==> src/rtl/seg_scan_driver_pkg.sv <==
// Shared definitions for the seven-segment display path: drive polarities, digit limit,
// nibble types and the leading-zero suppression helper.
package seg_scan_driver_pkg;

  localparam logic ANODE_ON  = 1'b0;
  localparam logic ANODE_OFF = 1'b1;
  localparam logic DP_ON     = 1'b0;
  localparam logic DP_OFF    = 1'b1;

  localparam int unsigned MAX_DIGITS = 8;
  localparam int unsigned IDX_MAX_W  = $clog2(MAX_DIGITS);

  typedef logic [3:0] nibble_t;
  typedef nibble_t [MAX_DIGITS-1:0] nibble_vec_t;

  // Bit i set when digit i (i > 0) and every digit above it, up to n-1, hold zero.
  function automatic logic [MAX_DIGITS-1:0] lz_suppress_mask(nibble_vec_t v, int unsigned n);
    logic [MAX_DIGITS-1:0] mask;
    logic                  zero_run;
    mask     = '0;
    zero_run = 1'b1;
    for (int unsigned k = MAX_DIGITS; k > 0; k--) begin
      if (k <= n) begin
        zero_run  = zero_run & (v[k-1] == 4'h0);
        mask[k-1] = zero_run & (k > 1);
      end
    end
    return mask;
  endfunction

endpackage

==> src/rtl/scan_tick_gen.sv <==
// Slot timer for the digit scanner: divides the clock into digit slots and walks the
// digit index, flagging the guard window and the frame wrap.
module scan_tick_gen #(
  parameter int unsigned NUM_DIGITS = 4,
  parameter int unsigned TICK_DIV   = 50000,
  parameter int unsigned GUARD      = 16,
  parameter int unsigned IDX_W      = 2
) (
  input  logic             clk,
  input  logic             rst_n,
  output logic [IDX_W-1:0] digit_idx,
  output logic             in_guard,
  output logic             frame_wrap
);

  localparam int unsigned        TICK_W     = (TICK_DIV > 1) ? $clog2(TICK_DIV) : 1;
  localparam logic [TICK_W-1:0]  TICK_LAST  = TICK_W'(TICK_DIV - 1);
  localparam logic [TICK_W-1:0]  GUARD_END  = TICK_W'(GUARD);
  localparam logic [IDX_W-1:0]   DIGIT_LAST = IDX_W'(NUM_DIGITS - 1);

  logic [TICK_W-1:0] tick_cnt;
  logic              tick_last;
  logic              digit_last;

  assign tick_last  = (tick_cnt == TICK_LAST);
  assign digit_last = (digit_idx == DIGIT_LAST);
  assign in_guard   = (tick_cnt < GUARD_END);
  assign frame_wrap = tick_last & digit_last;

  always_ff @(posedge clk or negedge rst_n) begin
    if (!rst_n) begin
      tick_cnt  <= '0;
      digit_idx <= '0;
    end else if (tick_last) begin
      tick_cnt  <= '0;
      digit_idx <= digit_last ? '0 : digit_idx + 1'b1;
    end else begin
      tick_cnt  <= tick_cnt + 1'b1;
    end
  end

endmodule

==> src/rtl/seg_scan_driver.sv <==
// Multiplexed common-anode display scanner: double-buffered hex value, frame-aligned
// updates, leading-zero blanking and registered per-digit drive for the decoder stage.
module seg_scan_driver
  import seg_scan_driver_pkg::*;
#(
  parameter int unsigned NUM_DIGITS = 4,
  parameter int unsigned TICK_DIV   = 50000,
  parameter int unsigned GUARD      = 16
) (
  input  logic                    clk,
  input  logic                    rst_n,
  input  logic                    load_valid,
  output logic                    load_ready,
  input  logic [4*NUM_DIGITS-1:0] load_data,
  input  logic                    blank_lz,
  input  logic [NUM_DIGITS-1:0]   dp_mask,
  output logic [3:0]              hex_out,
  output logic                    blank,
  output logic [NUM_DIGITS-1:0]   anode_n,
  output logic                    dp_n,
  output logic                    frame_done
);

  localparam int unsigned IDX_W = (NUM_DIGITS > 1) ? $clog2(NUM_DIGITS) : 1;

  logic [IDX_W-1:0] digit_idx;
  logic             in_guard;
  logic             frame_wrap;

  scan_tick_gen #(
    .NUM_DIGITS (NUM_DIGITS),
    .TICK_DIV   (TICK_DIV),
    .GUARD      (GUARD),
    .IDX_W      (IDX_W)
  ) u_tick (
    .clk        (clk),
    .rst_n      (rst_n),
    .digit_idx  (digit_idx),
    .in_guard   (in_guard),
    .frame_wrap (frame_wrap)
  );

  nibble_t [NUM_DIGITS-1:0] disp_reg;
  nibble_t [NUM_DIGITS-1:0] pend_reg;
  logic                     pend_full;
  logic                     accept;

  assign load_ready = ~pend_full;
  assign accept     = load_valid & load_ready;

  // Transfer and accept never coincide: a boundary transfer implies pend_full, hence no ready.
  always_ff @(posedge clk or negedge rst_n) begin
    if (!rst_n) begin
      disp_reg  <= '0;
      pend_reg  <= '0;
      pend_full <= 1'b0;
    end else if (frame_wrap && pend_full) begin
      disp_reg  <= pend_reg;
      pend_full <= 1'b0;
    end else if (accept) begin
      pend_reg  <= load_data;
      pend_full <= 1'b1;
    end
  end

  nibble_vec_t             disp_ext;
  logic [MAX_DIGITS-1:0]   lz_mask_all;
  logic                    suppress;
  logic                    dark;
  logic [NUM_DIGITS-1:0]   anode_d;
  logic                    dp_d;

  always_comb begin
    disp_ext                   = '0;
    disp_ext[NUM_DIGITS-1:0]   = disp_reg;
  end

  assign lz_mask_all = lz_suppress_mask(disp_ext, NUM_DIGITS);
  assign suppress    = blank_lz & lz_mask_all[IDX_MAX_W'(digit_idx)];
  assign dark        = in_guard | suppress;

  always_comb begin
    anode_d = {NUM_DIGITS{ANODE_OFF}};
    if (!dark) begin
      anode_d[digit_idx] = ANODE_ON;
    end
  end

  assign dp_d = (!dark && dp_mask[digit_idx]) ? DP_ON : DP_OFF;

  always_ff @(posedge clk or negedge rst_n) begin
    if (!rst_n) begin
      anode_n    <= {NUM_DIGITS{ANODE_OFF}};
      hex_out    <= 4'h0;
      blank      <= 1'b1;
      dp_n       <= DP_OFF;
      frame_done <= 1'b0;
    end else begin
      anode_n    <= anode_d;
      hex_out    <= disp_reg[digit_idx];
      blank      <= dark;
      dp_n       <= dp_d;
      frame_done <= frame_wrap;
    end
  end

endmodule

==> config.mk <==
export PLATFORM = sky130hd
export DESIGN_NAME = seg_scan_driver
export DESIGN_NICKNAME = d
export VERILOG_FILES = /design/src/rtl/seg_scan_driver_pkg.sv /design/src/rtl/scan_tick_gen.sv /design/src/rtl/seg_scan_driver.sv
export SDC_FILE = /design/constraint.sdc
export NUM_CORES = 1
export LEC_CHECK = 0
export BUFFER_PORTS_ARGS = -buffer_cell sky130_fd_sc_hd__clkbuf_2
export CORE_MARGIN = 1
export CORE_UTILIZATION = 30
export CTS_BUF_LIST = sky130_fd_sc_hd__clkbuf_4
export CTS_CLUSTER_DIAMETER = 40
export DETAILED_ROUTE_END_ITERATION = 12
export HOLD_SLACK_MARGIN = 0.05
export SLEW_MARGIN = 40
export SYNTH_ARGS = -nofsm -noshare
export SYNTH_HDL_FRONTEND = slang
export SYNTH_HIERARCHICAL = 1
export SYNTH_SLANG_ARGS = --single-unit
export TNS_END_PERCENT = 50
==> constraint.sdc <==
create_clock -name clk -period 2.1 [get_ports clk]
set_input_delay 0.525 -clock clk [delete_from_list [all_inputs] [get_ports clk]]
set_output_delay 0.525 -clock clk [all_outputs]
set_load 0.03 [all_outputs]
==> impl_metrics.json <==
{
  "tightestPinTransition_ns": 0.504,
  "diodes": 0,
  "cts-root-buf": "clkbuf_4",
  "route.final.wire_length_um": 5020,
  "irDropWorstVdd_v": 0.000183,
  "clock_skew_ns": 0.0122,
  "maxCapViolCount": 0,
  "initial_core_util_pct": 31.1,
  "ant_nets": 0,
  "yosysTopAreaCellShare_pct": 51.7,
  "grt-ovfl-total": 0,
  "vias": 1612,
  "fp.dieW_um": 97.0,
  "clkSinkCount": 62,
  "min-delay-path-class": "primary input to asynchronous set/reset pin",
  "cp.required_ns": 2.39,
  "grt_use_met1_pct": 17.0,
  "r2r_end": "disp_ext[1]$_DFFE_PN0P_",
  "dieArea_um2": 9410,
  "grtUsageMet3_pct": 4.12,
  "clk_path_buf_depth": 2,
  "yosysSeqAreaShare_pct": 57.6,
  "run_status": "finished clean",
  "grt_pass1_wl_um": 8580,
  "timing.slew.headroom_pct": 66.4,
  "die_h_um": 97.0,
  "grt_max_degree": 36,
  "p_per_area_nw_per_um2": 652,
  "final_cell_mix": "dfrtp_1 (56), clkbuf_2 (35), mux2_2 (24), nor2_1 (12), buf_4 (11)",
  "final.min_clock_period_ns": 1.90,
  "hpwl_um": 3600,
  "reg2reg_depth": 6,
  "slew_violations": 0,
  "layout_commonest_cell": "dfrtp_1",
  "drc": 0,
  "synth_area_um2": 2710,
  "finalCritPeriodShare_pct": 90.7,
  "hold_ws_ns": 0.0692,
  "clkTransAtPathRegs_ns": 0.10,
  "avgRoutedWirePerCell_um": 14.2,
  "netlist_instances": 190,
  "syn_area_per_cell_um2": 14.3,
  "hold_buffers": 0,
  "num_io_pins": 36,
  "global_route.usage.total_pct": 12.0,
  "r2r_start": "u_tick/tick_cnt[10]$_DFF_PN0_",
  "critical_path_arrival_ns": 2.20,
  "setup_tns_ns": 0,
  "yosysTopAreaCell": "dfrtp_1",
  "worst-r2r-setup-slack_ns": 0.20,
  "layout-drive-gt1-share_pct": 46.3,
  "crit_fanout": 16,
  "antenna_found_initial": 0,
  "leakage_nw": 1.54,
  "drt_iter0_markers": 69,
  "synth-seq-cells": 62,
  "hold_violations": 0,
  "cp-start-kind": "flip-flop",
  "fin_nets": 267,
  "core_area_um2": 8720,
  "syn2layout_area_growth_pct": 17.6,
  "htree_levels": 3,
  "port_buffers": 35,
  "num_rows": 34,
  "total_power_w": 0.00208,
  "cts_buffers": 9,
  "yosys_warnings": 6,
  "gp_congestion": 0.777,
  "ys_top_cells_by_area": "dfrtp_1 (52%), mux2_2 (10%), dfstp_2 (5.8%)",
  "crit_type": "flip-flop to flip-flop",
  "grt_pass1_vias": 1701,
  "dr.pass1.iters": 4,
  "busiest_layer": "met1",
  "yosysUniqueCellTypes": 37,
  "drt-vias-per-instance": 4.55,
  "clkLatencyLatePin_ns": 0.41,
  "met2_usage_pct": 15.8,
  "syn_nets": 216,
  "finalSetupViolCount": 0,
  "max_freq_ghz": 0.525,
  "end_kind": "flip-flop",
  "rsz0062_at_grt": "no",
  "cts_tree": "done"
}
==> cell usage after synthesis (all sizes together) <==
| master | count |
|---|---|
| and2 | 2 |
| nor2 | 12 |
| nand3 | 5 |
| inv | 5 |
| ha | 2 |
| clkbuf | 1 |
| xor2 | 5 |
| nor3 | 6 |
| buf | 6 |
| nor4 | 7 |
| xnor2 | 9 |
| nand2 | 8 |
| dfstp | 6 |
| a31oi | 1 |
| nand4b | 1 |
| or4 | 1 |
| or3 | 1 |
| o21bai | 2 |
| dfrtp | 56 |
| nand4 | 6 |
| nor2b | 3 |
| o211ai | 1 |
| nor3b | 2 |
| o21ai | 2 |
| mux4 | 5 |
| mux2 | 34 |
| and4 | 1 |
==> what timing repair did <==
action                                  CTS  global route
endpoints found under the setup margin    0            16
gates resized for setup                   0             1
setup buffers                             0             0
==> kinds of logic (layout without fill, tap and decap cells) <==
| kind of cell | Yosys count | after routing | share of synthesized area [%] |
|---|---|---|---|
| buffers and inverters | 12 | 68 | 3.33 |
| multiplexers | 39 | 39 | 19.5 |
| AO/OA/AOI/OAI | 6 | 6 | 1.75 |
| AND/OR/NAND/NOR | 55 | 55 | 12.4 |
| flip-flops | 62 | 62 | 57.6 |
| adder cells (fa/ha/maj) | 2 | 2 | 0.924 |
| XOR/XNOR | 14 | 14 | 4.53 |
==> metrics by stage <==
| stage | utilization [%] | setup WS, ns | instances | instance area, um^2 |
|---|---|---|---|---|
| 2_1_floorplan | - | 0.260 | 190 | 2710 |
| 3_3_place_gp | 35.0 | 0.161 | 338 | 3050 |
| 3_5_place_dp | 35.0 | 0.0937 | 338 | 3050 |
| 4_1_cts | 36.5 | 0.0776 | 354 | 3180 |
| 5_1_grt | 36.5 | 0.00657 | 354 | 3190 |
| 6_report | 36.5 | 0.195 | 354 | 3190 |
==> worst max-delay path: stages, from the launching register on <==
cell and delay [ns]:
dfrtp_1 0.45, nor4_2 0.30, nand2_1 0.10, nor4_1 0.21
and2_1 0.25, nand2_4 0.17, mux2_2 0.31
==> metal layers <==
layer | up-vias | wire length, um
met5 | - | 0
met4 | 0 | 103
met3 | 9 | 277
met2 | 47 | 2130
met1 | 773 | 2510
li1 | 783 | -
==> worst max path at each step <==
stage,depth (start not counted),slack [ns],end,startpoint
4_1_cts,6,0.08,disp_ext[1]$_DFFE_PN0P_,u_tick/tick_cnt[10]$_DFF_PN0_
2_1_floorplan,7,0.26,disp_ext[0]$_DFFE_PN0P_,u_tick/tick_cnt[0]$_DFF_PN0_
5_1_grt,6,0.007,disp_ext[1]$_DFFE_PN0P_,u_tick/tick_cnt[10]$_DFF_PN0_
6_report,6,0.20,disp_ext[1]$_DFFE_PN0P_,u_tick/tick_cnt[10]$_DFF_PN0_
3_5_place_dp,6,0.09,disp_ext[7]$_DFFE_PN0P_,u_tick/tick_cnt[10]$_DFF_PN0_
3_3_place_gp,6,0.16,disp_ext[9]$_DFFE_PN0P_,u_tick/tick_cnt[10]$_DFF_PN0_
==> power by group <==
group / total, W / internal [W] / switching [W]
combinational: 0.0000779 / 0.0000401 / 0.0000378
clock: 0.000779 / 0.000363 / 0.000416
sequential: 0.00122 / 0.00121 / 0.00000987
==> cell type report <==
type / count / area (um^2)
clock inverters: 6 / 52.6
well taps: 108 / 135
fillers: 860 / 5540
repair buffers: 47 / 278
flip-flops and latches: 62 / 1560
inverters: 5 / 18.8
multi-input cells: 116 / 1070
clock buffers: 10 / 75.1
Power figures use the tool's default switching activity.
